File: src/rtl/fetch_pc_gen_pkg.sv
// Shared front-end definitions for the PC-generation stage.
//   XLEN_WIDTH        : architectural address width
//   BTB_ENTRY_NUM     : BTB depth used by the IF-stage top
//   RESET_PC_DEFAULT  : default first fetch address after reset
//   pcg_state_t       : PC-generation sequencing states
//   align_pc          : clears the two low address bits of a fetch address
package fetch_pc_gen_pkg;

  localparam int unsigned XLEN_WIDTH    = 32;
  localparam int unsigned BTB_ENTRY_NUM = 16;

  localparam logic [XLEN_WIDTH-1:0] RESET_PC_DEFAULT = 32'h0000_0000;

  typedef enum logic [1:0] {
    PCG_BOOT,
    PCG_RUN,
    PCG_BUBBLE
  } pcg_state_t;

  function automatic logic [XLEN_WIDTH-1:0] align_pc(input logic [XLEN_WIDTH-1:0] pc);
    return pc & ~XLEN_WIDTH'(3);
  endfunction

endpackage

File: src/rtl/fetch_pc_gen.sv
// PC-generation stage for the dual-issue front end.
// Holds the fetch-pair PC, presents both slot PCs to the BTB/IF stage,
// turns same-cycle BTB hits into the next fetch PC, and applies EXE
// redirects and IF back-pressure.
// Ports:
//   clk, reset_n                  clock, synchronous active-low reset
//   if_ready                      IF accepts the current pair
//   redirect_valid, redirect_pc   EXE redirect request and target
//   instr0/1_btb_hit, _target_addr  BTB lookup results for each slot
//   IF_instr0_pc, IF_instr1_pc    slot PCs (slot 1 = slot 0 + INSTR_BYTES)
//   pc_valid, instr1_valid        pair valid / slot 1 not killed
//   instr0/1_pred_taken           per-slot taken prediction
//   pred_target                   predicted next PC, 0 when not taken
//   redirect_cnt                  saturating count of redirects
module fetch_pc_gen
  import fetch_pc_gen_pkg::*;
#(
  parameter logic [XLEN_WIDTH-1:0] RESET_PC    = RESET_PC_DEFAULT,
  parameter int unsigned           INSTR_BYTES = 4
) (
  input  logic                  clk,
  input  logic                  reset_n,
  input  logic                  if_ready,
  input  logic                  redirect_valid,
  input  logic [XLEN_WIDTH-1:0] redirect_pc,
  input  logic                  instr0_btb_hit,
  input  logic [XLEN_WIDTH-1:0] instr0_btb_target_addr,
  input  logic                  instr1_btb_hit,
  input  logic [XLEN_WIDTH-1:0] instr1_btb_target_addr,
  output logic [XLEN_WIDTH-1:0] IF_instr0_pc,
  output logic [XLEN_WIDTH-1:0] IF_instr1_pc,
  output logic                  pc_valid,
  output logic                  instr1_valid,
  output logic                  instr0_pred_taken,
  output logic                  instr1_pred_taken,
  output logic [XLEN_WIDTH-1:0] pred_target,
  output logic [15:0]           redirect_cnt
);

  localparam logic [XLEN_WIDTH-1:0] SLOT_STEP = XLEN_WIDTH'(INSTR_BYTES);
  localparam logic [XLEN_WIDTH-1:0] PAIR_STEP = XLEN_WIDTH'(2 * INSTR_BYTES);

  pcg_state_t            state_q;
  pcg_state_t            state_d;
  logic [XLEN_WIDTH-1:0] pc_q;
  logic [XLEN_WIDTH-1:0] pc_d;
  logic                  fire;

  assign IF_instr0_pc = align_pc(pc_q);
  assign IF_instr1_pc = IF_instr0_pc + SLOT_STEP;

  assign pc_valid = (state_q == PCG_RUN);
  assign fire     = pc_valid & if_ready;

  // A slot-0 taken prediction kills slot 1 and masks its own hit.
  assign instr0_pred_taken = pc_valid & instr0_btb_hit;
  assign instr1_pred_taken = pc_valid & ~instr0_btb_hit & instr1_btb_hit;
  assign instr1_valid      = pc_valid & ~instr0_btb_hit;

  always_comb begin
    pred_target = '0;
    if (instr0_pred_taken) begin
      pred_target = instr0_btb_target_addr;
    end else if (instr1_pred_taken) begin
      pred_target = instr1_btb_target_addr;
    end
  end

  // Redirect takes priority in every state, including BOOT and BUBBLE.
  // Each redirect is followed by a BUBBLE so the BTB lookup sees the new PC.
  always_comb begin
    state_d = state_q;
    pc_d    = pc_q;
    if (redirect_valid) begin
      pc_d    = align_pc(redirect_pc);
      state_d = PCG_BUBBLE;
    end else begin
      unique case (state_q)
        PCG_BOOT:   state_d = PCG_RUN;
        PCG_BUBBLE: state_d = PCG_RUN;
        PCG_RUN: begin
          if (fire) begin
            if (instr0_btb_hit) begin
              pc_d = align_pc(instr0_btb_target_addr);
            end else if (instr1_btb_hit) begin
              pc_d = align_pc(instr1_btb_target_addr);
            end else begin
              pc_d = pc_q + PAIR_STEP;
            end
          end
        end
        default:    state_d = PCG_BOOT;
      endcase
    end
  end

  always_ff @(posedge clk) begin
    if (!reset_n) begin
      state_q      <= PCG_BOOT;
      pc_q         <= RESET_PC;
      redirect_cnt <= '0;
    end else begin
      state_q <= state_d;
      pc_q    <= pc_d;
      if (redirect_valid && (redirect_cnt != '1)) begin
        redirect_cnt <= redirect_cnt + 16'd1;
      end
    end
  end

endmodule

File: config.mk
export PLATFORM = sky130hd
export DESIGN_NAME = fetch_pc_gen
export DESIGN_NICKNAME = d
export VERILOG_FILES = /design/src/rtl/fetch_pc_gen_pkg.sv /design/src/rtl/fetch_pc_gen.sv
export SDC_FILE = /design/constraint.sdc
export NUM_CORES = 1
export LEC_CHECK = 0
export BUFFER_PORTS_ARGS = -buffer_cell sky130_fd_sc_hd__buf_2
export CORE_MARGIN = 2
export CORE_UTILIZATION = 43
export CTS_CLUSTER_SIZE = 20
export DETAILED_ROUTE_END_ITERATION = 10
export GPL_ROUTABILITY_DRIVEN = 0
export PLACE_DENSITY = 0.83
export REMOVE_ABC_BUFFERS = 1
export SYNTH_ARGS = -nofsm -noshare
export SYNTH_HDL_FRONTEND = slang
export SYNTH_SLANG_ARGS = --single-unit
File: constraint.sdc
create_clock -name clk -period 4.72 [get_ports clk]
set_input_delay 0.236 -clock clk [delete_from_list [all_inputs] [get_ports clk]]
set_output_delay 0.236 -clock clk [all_outputs]
set_load 0.01 [all_outputs]
; Word level (Yosys, flattened, before mapping)
; Index checks and enable logic that the tools add are counted.
[op_classes]
add_sub_neg = 3
mul = 0
n_div = 0
magnitude_cmp = 0
eq_ne = 4
shift = 0
n_mux = 9
bitwise = 6
n_reduce_logical = 8
[op_table]
columns = operator, n
row1 = 32-bit 2-to-1 mux, 7
row2 = 32-bit by 3-bit adder with 32-bit output (second input constant), 1
row3 = 32-bit by 4-bit adder with 32-bit output (second input constant), 1
row4 = 16-bit by 1-bit adder with 16-bit output (second input constant), 1
row5 = 16-bit inequality test (second input constant), 1
row6 = 1-bit bitwise AND, 4
row7 = 2-bit one-hot mux with 2 select lines, 1
row8 = 2-bit AND reduction, 2
row9 = 2-bit nonzero test, 2
row10 = 2-bit OR reduction, 2
row11 = 2-bit by 1-bit equality test with 1-bit output (second input constant), 1
row12 = 2-bit equality test (second input constant), 1
row13 = 2-bit logical NOT, 1
row14 = 2-bit 2-to-1 mux, 1
row15 = 2-bit inequality test (second input constant), 1
row16 = 1-bit NOT, 2
row17 = 1-bit logical AND, 1
[word_totals]
regBits = 50
latch_bits = 0
mem_bits_rw = 0
rom_bits = 0
input_bits = 102
output_inout_bits = 116
elab_cells = 35
n_memories = 0

; Logic depth before layout (Yosys ltp)
[logic_depth]
ltp_word = 6
mapped_depth = 8
ltp_nobuf = 6

; Worst setup path after synthesis
; Ideal clock, no wire load.
[synth_path]
path_kind = register -> output
start = reg pc_q[4]
end = out IF_instr1_pc[17]
t_arrival_ns = 2.022
setup_slack_ns = 2.462
path_stages_with_launch = 7
cell_sequence = dfxtp_1 ha_1 nand4_1 or4_4 or2_2 nor2_1 xor2_1
[synth_between]
elab_chain_len = 1
[synth_rtl]
columns = element, line
row1 = from (decl), fetch_pc_gen.sv:45  ; logic [XLEN_WIDTH-1:0] pc_q;
row2 = from (signal assigned), fetch_pc_gen.sv:104  ; pc_q <= pc_d;
row3 = 32-bit by 3-bit adder with 32-bit output, fetch_pc_gen.sv:50  ; assign IF_instr1_pc = IF_instr0_pc + SLOT_STEP;
row4 = to (decl), fetch_pc_gen.sv:31  ; output logic [XLEN_WIDTH-1:0] IF_instr1_pc,
; Every way passes these cells.

; Worst setup path in the final report
; Same ends and word-level chain as after synthesis.

==> flow_summary.html <==
<table>
<tr><th>Metric</th><th>Value</th></tr>
<tr><th colspan="2">Outcome</th></tr>
<tr><td>Outcome</td><td>finished clean</td></tr>
<tr><th colspan="2">Synth</th></tr>
<tr><td>Most used flip-flop cell after synthesis</td><td>sky130_fd_sc_hd__dfxtp_1</td></tr>
<tr><td>Post-synthesis async set-or-reset flop share</td><td>0%</td></tr>
<tr><td>Dominant combinational cell family by area after synthesis</td><td>simple AND/OR/NAND/NOR gates</td></tr>
<tr><td>Xor and xnor fraction of the mapped netlist area</td><td>between 10% and 20%</td></tr>
<tr><td>Post-synthesis simple-gate area fraction</td><td>about 29%</td></tr>
<tr><td>Post-synthesis cell count</td><td>roughly 600</td></tr>
<tr><td>Area share of the leading cell type in the synthesized netlist</td><td>a little under a quarter</td></tr>
<tr><td>Synthesis warning total</td><td>0</td></tr>
<tr><td>Leading area contributor after synthesis</td><td>sky130_fd_sc_hd__dfxtp_1</td></tr>
<tr><td>Total of flip-flops plus latches after synthesis</td><td>48</td></tr>
<tr><td>Summed instance area of the synthesized netlist</td><td>around 4200 um^2</td></tr>
<tr><td>Number of synthesized flops with an enable pin</td><td>0</td></tr>
<tr><td>Register area share after synthesis</td><td>approximately 23%</td></tr>
<tr><td>Cell with the most instances after synthesis</td><td>sky130_fd_sc_hd__nand2_1</td></tr>
<tr><td>Share of cell area taken by muxes after synthesis</td><td>2.60%</td></tr>
<tr><td>Post-synth top cells</td><td>sky130_fd_sc_hd__nand2_1 (66), sky130_fd_sc_hd__nor2_1 (65), sky130_fd_sc_hd__dfxtp_1 (48)</td></tr>
<tr><td>Synthesized-area fraction occupied by adder cells</td><td>less than 1%</td></tr>
<tr><td>Syn_area_per_cell</td><td>just over 7 um^2</td></tr>
<tr><td>Main area contributors after synthesis</td><td>sky130_fd_sc_hd__dfxtp_1 (23%), sky130_fd_sc_hd__xnor2_1 (6.5%), sky130_fd_sc_hd__xor2_1 (6.1%)</td></tr>
<tr><td>Number of library cell types mapped by synthesis</td><td>between 60 and 70</td></tr>
<tr><td>Complex-gate fraction of the synthesized area</td><td>between 20% and 30%</td></tr>
<tr><th colspan="2">Routing</th></tr>
<tr><td>Via/cell ratio</td><td>5.68</td></tr>
<tr><td>Average routed wire per standard cell</td><td>17.0 um</td></tr>
<tr><td>Residual antenna-violating net count after detailed routing</td><td>0</td></tr>
<tr><td>Total number of vias</td><td>5101</td></tr>
<tr><td>Drt first-iter violations</td><td>approximately 220</td></tr>
<tr><td>Routed Wire Length</td><td>roughly 15000 um</td></tr>
<tr><td>Detailed-route DRC error count</td><td>0</td></tr>
<tr><td>TritonRoute pass-1 iters</td><td>5</td></tr>
<tr><th colspan="2">Clock tree</th></tr>
<tr><td>Insertion delay to the later sink of the worst-skew pair</td><td>0.31 ns</td></tr>
<tr><td>TritonCTS clock tree</td><td>yes</td></tr>
<tr><td>CTS Buf Count</td><td>5</td></tr>
<tr><td>Quantity of gates resized following cts</td><td>0</td></tr>
<tr><td>Clock-pin slew of the registers on the worst-case setup and hold paths</td><td>roughly 0.1 ns</td></tr>
<tr><td>Number of clock sinks</td><td>48</td></tr>
<tr><td>Post-cts hold buffer count</td><td>0</td></tr>
<tr><td>Buffer count from post-CTS setup fixing</td><td>0</td></tr>
<tr><td>Clock Path Buffers</td><td>2</td></tr>
<tr><td>Depth of the CTS H-tree</td><td>2</td></tr>
<tr><td>Buffer cell driving the clock tree root</td><td>sky130_fd_sc_hd__clkbuf_8</td></tr>
<tr><th colspan="2">Floorplanning</th></tr>
<tr><td>DIE HEIGHT</td><td>~100 um</td></tr>
<tr><td>Starting density of the core</td><td>between 40% and 50%</td></tr>
<tr><td>Number of cell rows</td><td>36</td></tr>
<tr><td>Area of the die</td><td>about 11000 um^2</td></tr>
<tr><td>Die width</td><td>slightly above 100 um</td></tr>
<tr><td>Placeable Area</td><td>between 9000 and 10000 um^2</td></tr>
<tr><td>I/O pin total</td><td>approximately 220</td></tr>
<tr><th colspan="2">Timing</th></tr>
<tr><td>Achievable frequency</td><td>between 300 and 400 MHz</td></tr>
<tr><td>Clock skew</td><td>0.00743 ns</td></tr>
<tr><td>Max transition margin</td><td>between 30% and 40%</td></tr>
<tr><td>Clock period minus final worst setup slack</td><td>around 3.0 ns</td></tr>
<tr><td>Slew at the pin with the worst max-slew slack</td><td>around 0.91 ns</td></tr>
<tr><td>Fin. Hold Viols</td><td>0</td></tr>
<tr><td>Final cycle utilization of the critical path</td><td>roughly 64%</td></tr>
<tr><td>Setup Total Neg Slack</td><td>0 ns</td></tr>
<tr><td>RSZ-0062 raised after global routing</td><td>false</td></tr>
<tr><td>Pins over their slew limit</td><td>0</td></tr>
<tr><td>Smallest setup slack after layout</td><td>approximately 1.7 ns</td></tr>
<tr><td>Worst-case hold slack</td><td>roughly 0.13 ns</td></tr>
<tr><td>Number of failing setup endpoints in the final timing report</td><td>0</td></tr>
<tr><th colspan="2">Layout</th></tr>
<tr><td>Total area of multi-input combinational cells</td><td>2990 um^2</td></tr>
<tr><td>Post-layout util</td><td>a little under three fifths</td></tr>
<tr><td>Share of post-route cells with drive strength above 1</td><td>32.0%</td></tr>
<tr><td>Number of inserted filler cells in the final layout</td><td>slightly below 1000</td></tr>
<tr><td>Diode count</td><td>0</td></tr>
<tr><td>Post-layout net count</td><td>roughly 870</td></tr>
<tr><td>P&amp;R area growth vs syn</td><td>28.5%</td></tr>
<tr><td>Area taken by flip-flops and latches</td><td>961 um^2</td></tr>
<tr><th colspan="2">Worst setup path</th></tr>
<tr><td>Kind of launch point of the worst setup path</td><td>register</td></tr>
<tr><td>Slowest CP cell</td><td>sky130_fd_sc_hd__or4_4</td></tr>
<tr><td>Worst reg2reg path depth</td><td>5</td></tr>
<tr><td>Data arrival, critical path</td><td>2.78 ns</td></tr>
<tr><td>Type of the setup path with the least slack</td><td>reg2out</td></tr>
<tr><td>Required time reported for the critical path endpoint</td><td>between 4 and 5 ns</td></tr>
<tr><td>Setup slack of the most critical reg-to-reg path</td><td>between 2 and 2.5 ns</td></tr>
<tr><td>Launching point of the worst reg2reg path</td><td>pc_q[8]</td></tr>
<tr><td>Critical path cell sequence</td><td>ha_1 &gt; nand4_1 &gt; or4_4 &gt; or2_2 &gt; nor2_1 &gt; xor2_1 &gt; buf_2</td></tr>
<tr><td>Worst setup EP type</td><td>primary output</td></tr>
<tr><td>Origin of the worst setup path</td><td>pc_q[4]</td></tr>
<tr><td>Largest fanout on the critical path</td><td>8</td></tr>
<tr><td>Stage delay of the slowest cell on the critical path</td><td>roughly 0.54 ns</td></tr>
<tr><th colspan="2">Placed design</th></tr>
<tr><td>Number of buffer cells added on primary ports</td><td>~210</td></tr>
<tr><td>Post-placement worst setup slack</td><td>approximately 2.1 ns</td></tr>
<tr><td>HPWL after DPL</td><td>between 10000 and 15000 um</td></tr>
<tr><th colspan="2">GRT</th></tr>
<tr><td>First-pass GRT wire length</td><td>around 23000 um</td></tr>
<tr><td>Via count of the first global-routing pass</td><td>roughly 4400</td></tr>
<tr><td>Initial antenna violation count</td><td>0</td></tr>
<tr><td>Maximum number of pins on one net before global-route repair</td><td>51</td></tr>
<tr><td>Global route overflow</td><td>0</td></tr>
<tr><td>Overall fraction of global-route tracks in use</td><td>27.5%</td></tr>
<tr><th colspan="2">Hold path</th></tr>
<tr><td>Depth of the worst hold-timing path</td><td>2</td></tr>
<tr><td>Hold/Removal Path Class</td><td>in2reg</td></tr>
<tr><td>Startpoint of the most critical hold path</td><td>redirect_pc[7]</td></tr>
<tr><th colspan="2">Pwr</th></tr>
<tr><td>Power density over the cells</td><td>approximately 200 nW/um^2</td></tr>
<tr><td>Total design power</td><td>around 1.1 mW</td></tr>
<tr><td>Worst vdd rail ir drop</td><td>about 0.12 mV</td></tr>
<tr><td>Leak</td><td>roughly 2.5 nW</td></tr>
<tr><th colspan="2">Flow run</th></tr>
<tr><td>Max cap viols</td><td>0</td></tr>
</table>
state kept, by name, summed over array words and instances, names as in the netlist:
register,count
state_q,2
pc_q,30
redirect_cnt,16
placed cells by master, fill, tap and decap left out, drive strengths merged, types with 12 or more instances in the layout:
cell / instances
nor2: 66
xnor2: 31
xor2: 29
a22oi: 19
nand4: 22
dfxtp: 48
nand3: 23
nor3: 12
nand2: 66
o21ai: 35
and2: 14
buf: 220
a21oi: 35
metal layers:
metal  GRT usage [%]  wire [um]  vias to the layer above
met3            4.27       1170                       10
met4            5.13        112                        0
li1                -          -                     2470
met5               0          0                        -
met2            46.6       7420                      232
met1            37.3       6540                     2389
critical path, delay by kind of cell (launching register included):
| family | cells | cell delay, ns |
|---|---|---|
| simple gates | 4 | 1.29 |
| flops | 1 | 0.48 |
| fa+ha+maj | 1 | 0.32 |
| xor+xnor | 1 | 0.21 |
| buf+inv | 1 | 0.17 |
final timing paths:
kind / to
worst max-delay path: IF_instr1_pc[17]
worst max register to register: pc_q[29]
worst min register to register: state_q[0]
worst min-delay path: pc_q[7]
per-stage QoR:
| stage | instance area, um^2 | std cells |
|---|---|---|
| 2_1_floorplan | 3980 | 537 |
| 3_3_place_gp | 5270 | 890 |
| 3_5_place_dp | 5270 | 890 |
| 4_1_cts | 5380 | 898 |
| 5_1_grt | 5380 | 898 |
| 6_report | 5380 | 898 |
cells by family after synthesis:
| family | count (synthesis) |
|---|---|
| AOI/OAI and AO/OA | 160 |
| xor gates and xnor gates | 60 |
| adders and majority gates | 3 |
| buffers and inverters | 61 |
| DFF | 48 |
| muxes | 10 |
| other | 1 |
| and+or+nand+nor | 244 |
final cells by class:
class | count | share of cell area [%]
clock inverter | 3 | 0.860
tap | 133 | 3.09
clock buffer | 5 | 1.28
sequential | 48 | 17.8
timing repair buffer | 220 | 20.9
inverter | 8 | 0.558
multi-input combinational | 481 | 55.5
where the power goes:
part / internal (mW) / leakage (nW) / switching [mW]
sequential: 0.426 / 0.394 / 0.0468
clock: 0.160 / 0.0548 / 0.161
combinational: 0.133 / 2.04 / 0.167
total: 0.719 / 2.49 / 0.375
Note: power is estimated with default switching activity, not from simulation.
